--- src/rtl/lcd_reader_if.sv ---
// Custom-instruction handshake plus LCD read-side pins for the lcd_reader block.
// The slave modport is the reader itself. The master modport is the CPU/pad side that drives it.
interface lcd_reader_if;
   logic        clk_en;
   logic        start;
   logic [31:0] dataa;
   logic [31:0] datab;
   logic [31:0] result;
   logic        done;
   logic        rs;
   logic        rw;
   logic        en;
   logic [7:0]  db_in;

   modport slave (
      input  clk_en, start, dataa, datab, db_in,
      output result, done, rs, rw, en
   );

   modport master (
      output clk_en, start, dataa, datab, db_in,
      input  result, done, rs, rw, en
   );
endinterface

--- src/rtl/lcd_reader.sv ---
// HD44780 read-cycle custom instruction: one read, or busy-flag polling with a bounded read count.
// The LCD bus is released (tristated) by the top level whenever rw=1.
//
// state   | meaning
// --------+---------------------------------------------------------
// IDLE    | waiting for start; rw=0, en=0
// SETUP   | rs/rw stable, en low, counting address setup
// EN_HIGH | en high; db_in captured on the last cycle
// HOLD    | en low, rs/rw held; decides poll-again or finish
// GAP     | idle spacing between polling reads, rw still 1
// FINISH  | done pulse cycle, result already updated, rw=0
module lcd_reader #(
   parameter int SETUP_CYC   = 3,
   parameter int EN_HIGH_CYC = 25,
   parameter int HOLD_CYC    = 2,
   parameter int GAP_CYC     = 25,
   parameter int MAX_POLLS   = 1000
) (
   input logic         clk,
   input logic         reset,
   lcd_reader_if.slave bus
);

   localparam logic [15:0] SETUP_LAST = 16'(SETUP_CYC - 1);
   localparam logic [15:0] EN_LAST    = 16'(EN_HIGH_CYC - 1);
   localparam logic [15:0] HOLD_LAST  = 16'(HOLD_CYC - 1);
   localparam logic [15:0] GAP_LAST   = 16'(GAP_CYC - 1);
   localparam logic [15:0] POLL_MAX   = 16'(MAX_POLLS);

   typedef enum logic [2:0] {
      S_IDLE,
      S_SETUP,
      S_EN_HIGH,
      S_HOLD,
      S_GAP,
      S_FINISH
   } state_t;

   state_t      r_state;
   logic [15:0] r_cnt;
   logic [15:0] r_reads;
   logic [7:0]  r_byte;
   logic        r_poll;
   logic        r_rs;
   logic        r_rw;
   logic        r_en;
   logic        r_done;
   logic [31:0] r_result;

   logic [15:0] w_reads_inc;
   logic        w_again;
   logic        w_timeout;
   logic        w_unused;

   assign w_reads_inc = (r_reads == 16'hFFFF) ? r_reads : r_reads + 16'd1;
   assign w_again     = r_poll && r_byte[7] && (r_reads < POLL_MAX);
   assign w_timeout   = r_poll && r_byte[7] && (r_reads == POLL_MAX);
   assign w_unused    = ^{bus.datab, bus.dataa[31:2]};

   // done is qualified by clk_en so the CPU sees it on exactly one enabled cycle,
   // even when clk_en is low in the cycle right after the FINISH transition.
   assign bus.done   = r_done & bus.clk_en;
   assign bus.result = r_result;
   assign bus.rs     = r_rs;
   assign bus.rw     = r_rw;
   assign bus.en     = r_en;

   always_ff @(posedge clk or posedge reset) begin
      if (reset) begin
         r_state  <= S_IDLE;
         r_cnt    <= 16'd0;
         r_reads  <= 16'd0;
         r_byte   <= 8'd0;
         r_poll   <= 1'b0;
         r_rs     <= 1'b0;
         r_rw     <= 1'b0;
         r_en     <= 1'b0;
         r_done   <= 1'b0;
         r_result <= 32'd0;
      end else if (bus.clk_en) begin
         case (r_state)
            S_IDLE: begin
               r_done <= 1'b0;
               if (bus.start) begin
                  r_rs    <= bus.dataa[0];
                  r_poll  <= bus.dataa[1];
                  r_rw    <= 1'b1;
                  r_reads <= 16'd0;
                  r_cnt   <= 16'd0;
                  r_state <= S_SETUP;
               end
            end
            S_SETUP: begin
               if (r_cnt == SETUP_LAST) begin
                  r_cnt   <= 16'd0;
                  r_en    <= 1'b1;
                  r_state <= S_EN_HIGH;
               end else begin
                  r_cnt <= r_cnt + 16'd1;
               end
            end
            S_EN_HIGH: begin
               if (r_cnt == EN_LAST) begin
                  r_cnt   <= 16'd0;
                  r_byte  <= bus.db_in;
                  r_en    <= 1'b0;
                  r_reads <= w_reads_inc;
                  r_state <= S_HOLD;
               end else begin
                  r_cnt <= r_cnt + 16'd1;
               end
            end
            S_HOLD: begin
               if (r_cnt == HOLD_LAST) begin
                  r_cnt <= 16'd0;
                  if (w_again) begin
                     r_state <= S_GAP;
                  end else begin
                     // Completion is registered here so done and rw=0 land in the same cycle.
                     r_rw     <= 1'b0;
                     r_result <= {r_reads, 7'b0, w_timeout, r_byte};
                     r_done   <= 1'b1;
                     r_state  <= S_FINISH;
                  end
               end else begin
                  r_cnt <= r_cnt + 16'd1;
               end
            end
            S_GAP: begin
               if (r_cnt == GAP_LAST) begin
                  r_cnt   <= 16'd0;
                  r_state <= S_SETUP;
               end else begin
                  r_cnt <= r_cnt + 16'd1;
               end
            end
            S_FINISH: begin
               r_done  <= 1'b0;
               r_state <= S_IDLE;
            end
            default: begin
               r_state <= S_IDLE;
               r_en    <= 1'b0;
               r_rw    <= 1'b0;
               r_done  <= 1'b0;
            end
         endcase
      end
   end

endmodule

--- src/flat_wrapper.sv ---
// flat-port wrapper written by rule: the top's interface ports become plain ports
module lcd_reader_flat 
#(
   parameter int SETUP_CYC   = 3,
   parameter int EN_HIGH_CYC = 25,
   parameter int HOLD_CYC    = 2,
   parameter int GAP_CYC     = 25,
   parameter int MAX_POLLS   = 1000
)
  (clk, reset, bus_clk_en, bus_start, bus_dataa, bus_datab, bus_db_in, bus_result, bus_done, bus_rs, bus_rw, bus_en);
  lcd_reader_if bus_i ();
  input logic clk;
  input logic reset;
  input wire logic [$bits(bus_i.clk_en)-1:0] bus_clk_en;
  input wire logic [$bits(bus_i.start)-1:0] bus_start;
  input wire logic [$bits(bus_i.dataa)-1:0] bus_dataa;
  input wire logic [$bits(bus_i.datab)-1:0] bus_datab;
  input wire logic [$bits(bus_i.db_in)-1:0] bus_db_in;
  output wire logic [$bits(bus_i.result)-1:0] bus_result;
  output wire logic [$bits(bus_i.done)-1:0] bus_done;
  output wire logic [$bits(bus_i.rs)-1:0] bus_rs;
  output wire logic [$bits(bus_i.rw)-1:0] bus_rw;
  output wire logic [$bits(bus_i.en)-1:0] bus_en;
  assign bus_i.clk_en = bus_clk_en;
  assign bus_i.start = bus_start;
  assign bus_i.dataa = bus_dataa;
  assign bus_i.datab = bus_datab;
  assign bus_i.db_in = bus_db_in;
  assign bus_result = bus_i.result;
  assign bus_done = bus_i.done;
  assign bus_rs = bus_i.rs;
  assign bus_rw = bus_i.rw;
  assign bus_en = bus_i.en;
  lcd_reader #(.SETUP_CYC(SETUP_CYC), .EN_HIGH_CYC(EN_HIGH_CYC), .HOLD_CYC(HOLD_CYC), .GAP_CYC(GAP_CYC), .MAX_POLLS(MAX_POLLS)) u_core (.clk(clk), .reset(reset), .bus(bus_i));
endmodule
--- config.mk ---
export PLATFORM = sky130hd
export DESIGN_NAME = lcd_reader_flat
export DESIGN_NICKNAME = d
export VERILOG_FILES = /design/src/rtl/lcd_reader_if.sv /design/src/rtl/lcd_reader.sv /design/src/flat_wrapper.sv
export SDC_FILE = /design/constraint.sdc
export NUM_CORES = 1
export LEC_CHECK = 0
export CORE_MARGIN = 3
export CORE_UTILIZATION = 30
export DETAILED_ROUTE_END_ITERATION = 6
export PLACE_DENSITY_LB_ADDON = 0.08
export SLEW_MARGIN = 20
export SYNTH_ARGS = -nofsm -noshare
export SYNTH_HDL_FRONTEND = slang
export SYNTH_SLANG_ARGS = --single-unit
--- constraint.sdc ---
create_clock -name clk -period 3.3 [get_ports clk]
set_clock_uncertainty 0.15 [all_clocks]
set_input_delay 0.825 -clock clk [delete_from_list [all_inputs] [get_ports clk]]
set_output_delay 0.825 -clock clk [all_outputs]
set_load 0.01 [all_outputs]
==> results of run 1 <==
## worst register-to-register path, stage by stage (launching register included)
cell	delay, ps
dfrtp_1	440
nor4_4	430
nand4_2	210
a22oi_1	300
and3_1	550
nand2_1	190
a211o_1	310
## sequential cells by signal, indices dropped and copies added (netlist names)
register,count
u_core.bus.en,1
u_core.bus.result,25
u_core.bus.rs,1
u_core.bus.rw,1
u_core.r_byte,8
u_core.r_cnt,16
u_core.r_done,1
u_core.r_poll,1
u_core.r_reads,16
u_core.r_state,3
## power groups by stage
stage | Sequential [mW] | Clock [mW] | Combinational, mW
after floorplan | 1.14 | 0 | 0.637
after global placement | 1.19 | 0 | 0.840
after detailed placement | 1.19 | 0 | 0.850
after CTS | 1.18 | 1.01 | 0.852
after global routing | 1.20 | 1.05 | 0.944
final | 1.18 | 0.971 | 0.839
## worst paths after layout
path | from | cells past startpoint | slack (ps) | endpoint
max | bus_clk_en | 4 | 260 | bus_done
min | u_core.bus.result[19] | 2 | 330 | u_core.bus.result[19]
max reg2reg | u_core.r_cnt[7] | 6 | 600 | u_core.r_state[1]
min reg2reg | u_core.bus.result[19] | 2 | 330 | u_core.bus.result[19]
max in group asynchronous | reset | 3 | 1600 | u_core.r_reads[3]
min in group asynchronous | reset | 2 | 630 | u_core.r_byte[6]
## cell families after synthesis
group	count (synthesis)
flip-flops	73
buffers and inverters	30
other	1
XOR/XNOR	14
AND/OR/NAND/NOR	136
multiplexers	32
AO/OA/AOI/OAI	56
adder cells (fa/ha/maj)	6
## layout make-up
| class | count | area share [%] |
|---|---|---|
| Clock buffer | 10 | 4.92 |
| Inverter | 10 | 0.807 |
| Clock inverter | 6 | 1.48 |
| Tap cell | 168 | 4.52 |
| Multi-Input combinational cell | 251 | 38.2 |
| Sequential cell | 73 | 39.3 |
| Timing Repair Buffer | 53 | 10.8 |
## layer usage
layer	global-route usage, %	up-vias	share of wire [%]
li1	-	1331	-
met1	17.9	1330	51
met2	19.4	45	44
met3	3.27	11	3.1
met4	3.52	0	1.5
met5	0	-	0
## cell usage in the layout (no fill, tap or decap), drive strengths merged, types with 2 or more instances in the layout
master | netlist | final
nand2 | 32 | 32
mux2 | 31 | 31
conb | 1 | 7
nor3b | 4 | 4
ha | 6 | 6
nor2 | 26 | 26
o211ai | 2 | 2
clkinv | 0 | 4
a2bb2oi | 2 | 2
inv | 10 | 10
and2 | 3 | 3
clkdlybuf4s50 | 0 | 42
o21ai | 26 | 26
dfrtp | 73 | 73
nor3 | 12 | 12
buf | 15 | 11
clkbuf | 5 | 10
nor4b | 2 | 2
or3 | 4 | 4
nand4 | 7 | 7
a21oi | 4 | 4
nor2b | 8 | 8
a211o | 2 | 2
nor4 | 11 | 11
or2 | 2 | 2
and3 | 9 | 9
nand3 | 14 | 14
a22o | 10 | 10
a31oi | 2 | 2
o31ai | 2 | 2
xnor2 | 14 | 14
## metrics by stage
| stage | total power [mW] | cell area (µm²) |
|---|---|---|
| floorplan | 1.77 | 3760 |
| global placement | 2.03 | 4350 |
| detailed placement | 2.04 | 4350 |
| CTS | 3.04 | 4650 |
| global route | 3.19 | 4650 |
| finish | 2.99 | 4650 |
==> flow_summary.json, run 1 <==
{
  "status": "finished clean",
  "dieArea_um2": 13800,
  "ir_drop_mv": 0.386,
  "p_leak_nw": 2.01,
  "antennaDiodeCount": 0,
  "worst_slew_pin_slew_ps": 611,
  "synth_top_family_by_area": "simple AND/OR/NAND/NOR gates",
  "area.sequential_um2": 1830,
  "hold_buffers": 0,
  "power-per-cell-area_nw_per_um2": 643,
  "synthAdderAreaFrac_pct": 2.01,
  "setup_tns_ps": 0,
  "cts_num_sinks": 73,
  "ant_nets": 0,
  "die_h_um": 118,
  "postSynth.asyncResetShare_pct": 100,
  "clockBufferDepth": 2,
  "synth_compound_area_share_pct": 9.97,
  "grt-ovfl-total": 0,
  "slew_violations": 0,
  "synth_xor_area_share_pct": 3.28,
  "port_buffers": 42,
  "nFillCells": 1236,
  "swShare_pct": 34.3,
  "seqPwrFrac_pct": 39.4,
  "syn-instance-count": 348,
  "setup.worst_path.start_class": "primary input",
  "min_period_ps": 3040,
  "synth.most_common_cell": "dfrtp_1",
  "first_iter_violations": 102,
  "setup_ws_ps": 264,
  "wl_um": 8450,
  "synth_top_area_cell": "dfrtp_1",
  "placementRows": 40,
  "track_usage_pct": 12.7,
  "drv_cap": 0,
  "area_delta_synth_final_pct": 24.3,
  "viasPerCell": 4.76,
  "final_cells": 571,
  "cts-root-buf": "clkbuf_16",
  "path_cells": "clkdlybuf4s50_1 > inv_1 > nor2_1 > clkdlybuf4s50_1",
  "fmax_mhz": 329,
  "wl_per_cell_um": 14.8,
  "hpwlAfterDp_um": 5890,
  "drcViolationCount": 0,
  "grt_pass1_vias": 2745,
  "critPathSlowestCell": "clkdlybuf4s50_1",
  "post-place-ws_ps": 264,
  "cts_htree_levels": 3,
  "crit_top_cell": "clkdlybuf4s50_1",
  "core_area_um2": 12100,
  "syn-cell-area_um2": 3740,
  "path_class": "in -> out",
  "hold_violations": 0,
  "drtPass1Iterations": 4,
  "cts_resized": 0,
  "power.net_switching_mw": 1.03,
  "cts_buffers": 9,
  "pwr-share-clk_pct": 32.5,
  "netlist.area_leader.share_pct": 48.8,
  "layout.nets": 480,
  "final.period_utilization_pct": 92.0,
  "synth_simple_gate_area_share_pct": 21.9,
  "antenna_found_initial": 0,
  "grt_max_degree": 33,
  "clk_latency_ps": 330,
  "ys_warn_count": 0,
  "synth_edf_count": 0,
  "synth_ff_type": "dfrtp_1",
  "io_pins": 112,
  "internal-power_mw": 1.96,
  "hold_class": "reg -> reg",
  "dp_cells": 555,
  "syn_area_per_cell_um2": 10.8,
  "crit_family": "buffers and inverters",
  "cp_num_buf_inv": 3,
  "synthTopCellsByCount": "73 x dfrtp_1, 32 x nand2_1, 30 x mux2_2, 25 x nor2_1, 24 x o21ai_0",
  "crit_fanout": 5,
  "setup_viol": 0,
  "gp_congestion": 0.756,
  "cts_setup_buffers": 0,
  "critical_path.endpoint_type": "primary output",
  "slowest_delay_ps": 540,
  "routed-via-count": 2717,
  "post-route-util_pct": 38.4,
  "grt_pass1_wl_um": 14300,
  "cp.arrival_ps": 2060,
  "seq_area_frac_synth_pct": 48.8,
  "synthTopCellsByArea": "dfrtp_1 49%, mux2_2 9.0%, xnor2_1 3.3%",
  "clkSlewWorstSetupHoldPaths_ps": 60,
  "multi_input_area_um2": 1770,
  "synth_cell_types": 50,
  "slew_headroom_pct": 59.1,
  "synthMuxAreaShare_pct": 9.60,
  "cp.required_ps": 2320,
  "power_frac_comb_pct": 28.1,
  "ys_seq_elements": 73,
  "die-width_um": 118,
  "timing.hold.ws_ps": 332,
  "cts_tree": "yes",
  "drive_above_1_share_pct": 19.6,
  "rsz0062_at_grt": "no",
  "initial_core_util_pct": 30.9
}
Note: power is estimated with default switching activity, not from simulation.
==> run 2, diff against run 1 <==
==> constraint.sdc (replaced) <==
create_clock -name clk -period 3.2 [get_ports clk]
set_clock_uncertainty 0.15 [all_clocks]
set_input_delay 0.8 -clock clk [delete_from_list [all_inputs] [get_ports clk]]
set_output_delay 0.8 -clock clk [all_outputs]
set_load 0.01 [all_outputs]
==> flow_summary.json, run 2 (same netlist as run 1, synthesis figures left out) <==
{
  "status": "finished clean",
  "largest_reg_flops": 25,
  "cts_htree_levels": 3,
  "drive_above_1_share_pct": 19.4,
  "drv_cap": 0,
  "dp_cells": 555,
  "setup_viol": 0,
  "min_from": "u_core.r_byte[0]",
  "grt_pass1_wl_um": 14500,
  "die-width_um": 118,
  "core_area_um2": 12100,
  "fmax_mhz": 334,
  "drtPass1Iterations": 4,
  "setup_tns_ps": 0,
  "first_iter_violations": 178,
  "setup.worst_path.start_class": "primary input",
  "p_leak_nw": 2.02,
  "grt-ovfl-total": 0,
  "wl_per_cell_um": 14.8,
  "gp_congestion": 0.755,
  "hold_buffers": 0,
  "cts_buffers": 9,
  "cts_tree": "yes",
  "ant_nets": 0,
  "timing.hold.ws_ps": 331,
  "final.period_utilization_pct": 93.4,
  "layout_commonest_cell": "dfrtp_1",
  "hpwlAfterDp_um": 5730,
  "io_pins": 112,
  "placementRows": 40,
  "rsz0062_at_grt": "no",
  "port_buffers": 42,
  "drcViolationCount": 0,
  "cts_num_sinks": 73,
  "path_class": "in -> out",
  "power-per-cell-area_nw_per_um2": 676,
  "hold_violations": 0,
  "crit_fanout": 5,
  "routed-via-count": 2697,
  "antenna_found_initial": 0,
  "cp.required_ps": 2250,
  "viasPerCell": 4.72,
  "hold_class": "reg -> reg",
  "cts_resized": 0,
  "cp-startpoint": "bus_clk_en",
  "critical_path.endpoint_type": "primary output",
  "worst_slew_pin_slew_ps": 590,
  "dieArea_um2": 13800,
  "r2r_start": "u_core.r_cnt[7]",
  "cp.arrival_ps": 2040,
  "clk_latency_ps": 330,
  "cts-root-buf": "clkbuf_16",
  "power_mw": 3.16,
  "die_h_um": 118,
  "grt_max_degree": 74,
  "min_period_ps": 2990,
  "clockBufferDepth": 2,
  "clkSlewWorstSetupHoldPaths_ps": 60,
  "ir_drop_mv": 0.337,
  "cts_setup_buffers": 0,
  "track_usage_pct": 13.1,
  "slew_violations": 0,
  "slew_headroom_pct": 60.3,
  "final_cell_mix": "73 x dfrtp_1, 42 x clkdlybuf4s50_1, 32 x nand2_1, 30 x mux2_2, 25 x nor2_1",
  "wl_um": 8430,
  "grt_pass1_vias": 2718,
  "area_delta_synth_final_pct": 25.0,
  "layout.nets": 480,
  "antennaDiodeCount": 0,
  "final_cells": 571,
  "initial_core_util_pct": 30.9
}
run 2: cell types whose count changed in the layout (fill, tap and decap cells not counted), sizes merged:
cell	previous run	this run
clkbuf	10	11
clkinv	4	1
clkinvlp	1	2
bufinv	1	2
run 2: final timing paths:
path	slack, ps	end	cells past startpoint
min in group asynchronous	720	u_core.r_byte[6]	3
setup reg to reg	540	u_core.r_cnt[10]	7
setup / recovery	210	bus_done	4
max in group asynchronous	1840	u_core.bus.result[17]	3
hold / removal	330	u_core.bus.result[0]	1
hold reg to reg	330	u_core.bus.result[0]	1
run 2: metrics by stage:
step | instance area (µm²) | utilization (%) | setup WS (ps)
global route | 4680 | 38.6 | 170
CTS | 4680 | 38.6 | 195
floorplan | 3760 | - | 397
finish | 4680 | 38.6 | 210
detailed placement | 4360 | 36.0 | 207
global placement | 4360 | 36.0 | 208
run 2: final cells by class:
type,instances,area [µm²]
clock buffers,11,233
multi-input cells,251,1770
repair buffers,53,515
inverters,10,37.5
well taps,168,210
clock inverters,5,80.1
fillers,1226,7430
flip-flops and latches,73,1830
run 2: critical path, stage by stage:
cell and delay (ps):
clkdlybuf4s50_1 470, inv_1 110, nor2_1 120, clkdlybuf4s50_1 540
run 2: power breakdown:
group / leakage, nW / switching [mW] / internal (mW)
logic: 0.879 / 0.491 / 0.387
registers: 0.992 / 0.170 / 1.05
clock network: 0.146 / 0.387 / 0.682
total: 2.02 / 1.05 / 2.11
run 2: routing by layer:
| metal | global-route usage [%] | wire, µm |
|---|---|---|
| met5 | 0 | 0 |
| met4 | 3.74 | 64 |
| met3 | 4.57 | 262 |
| met2 | 18.6 | 3750 |
| met1 | 18.8 | 4350 |
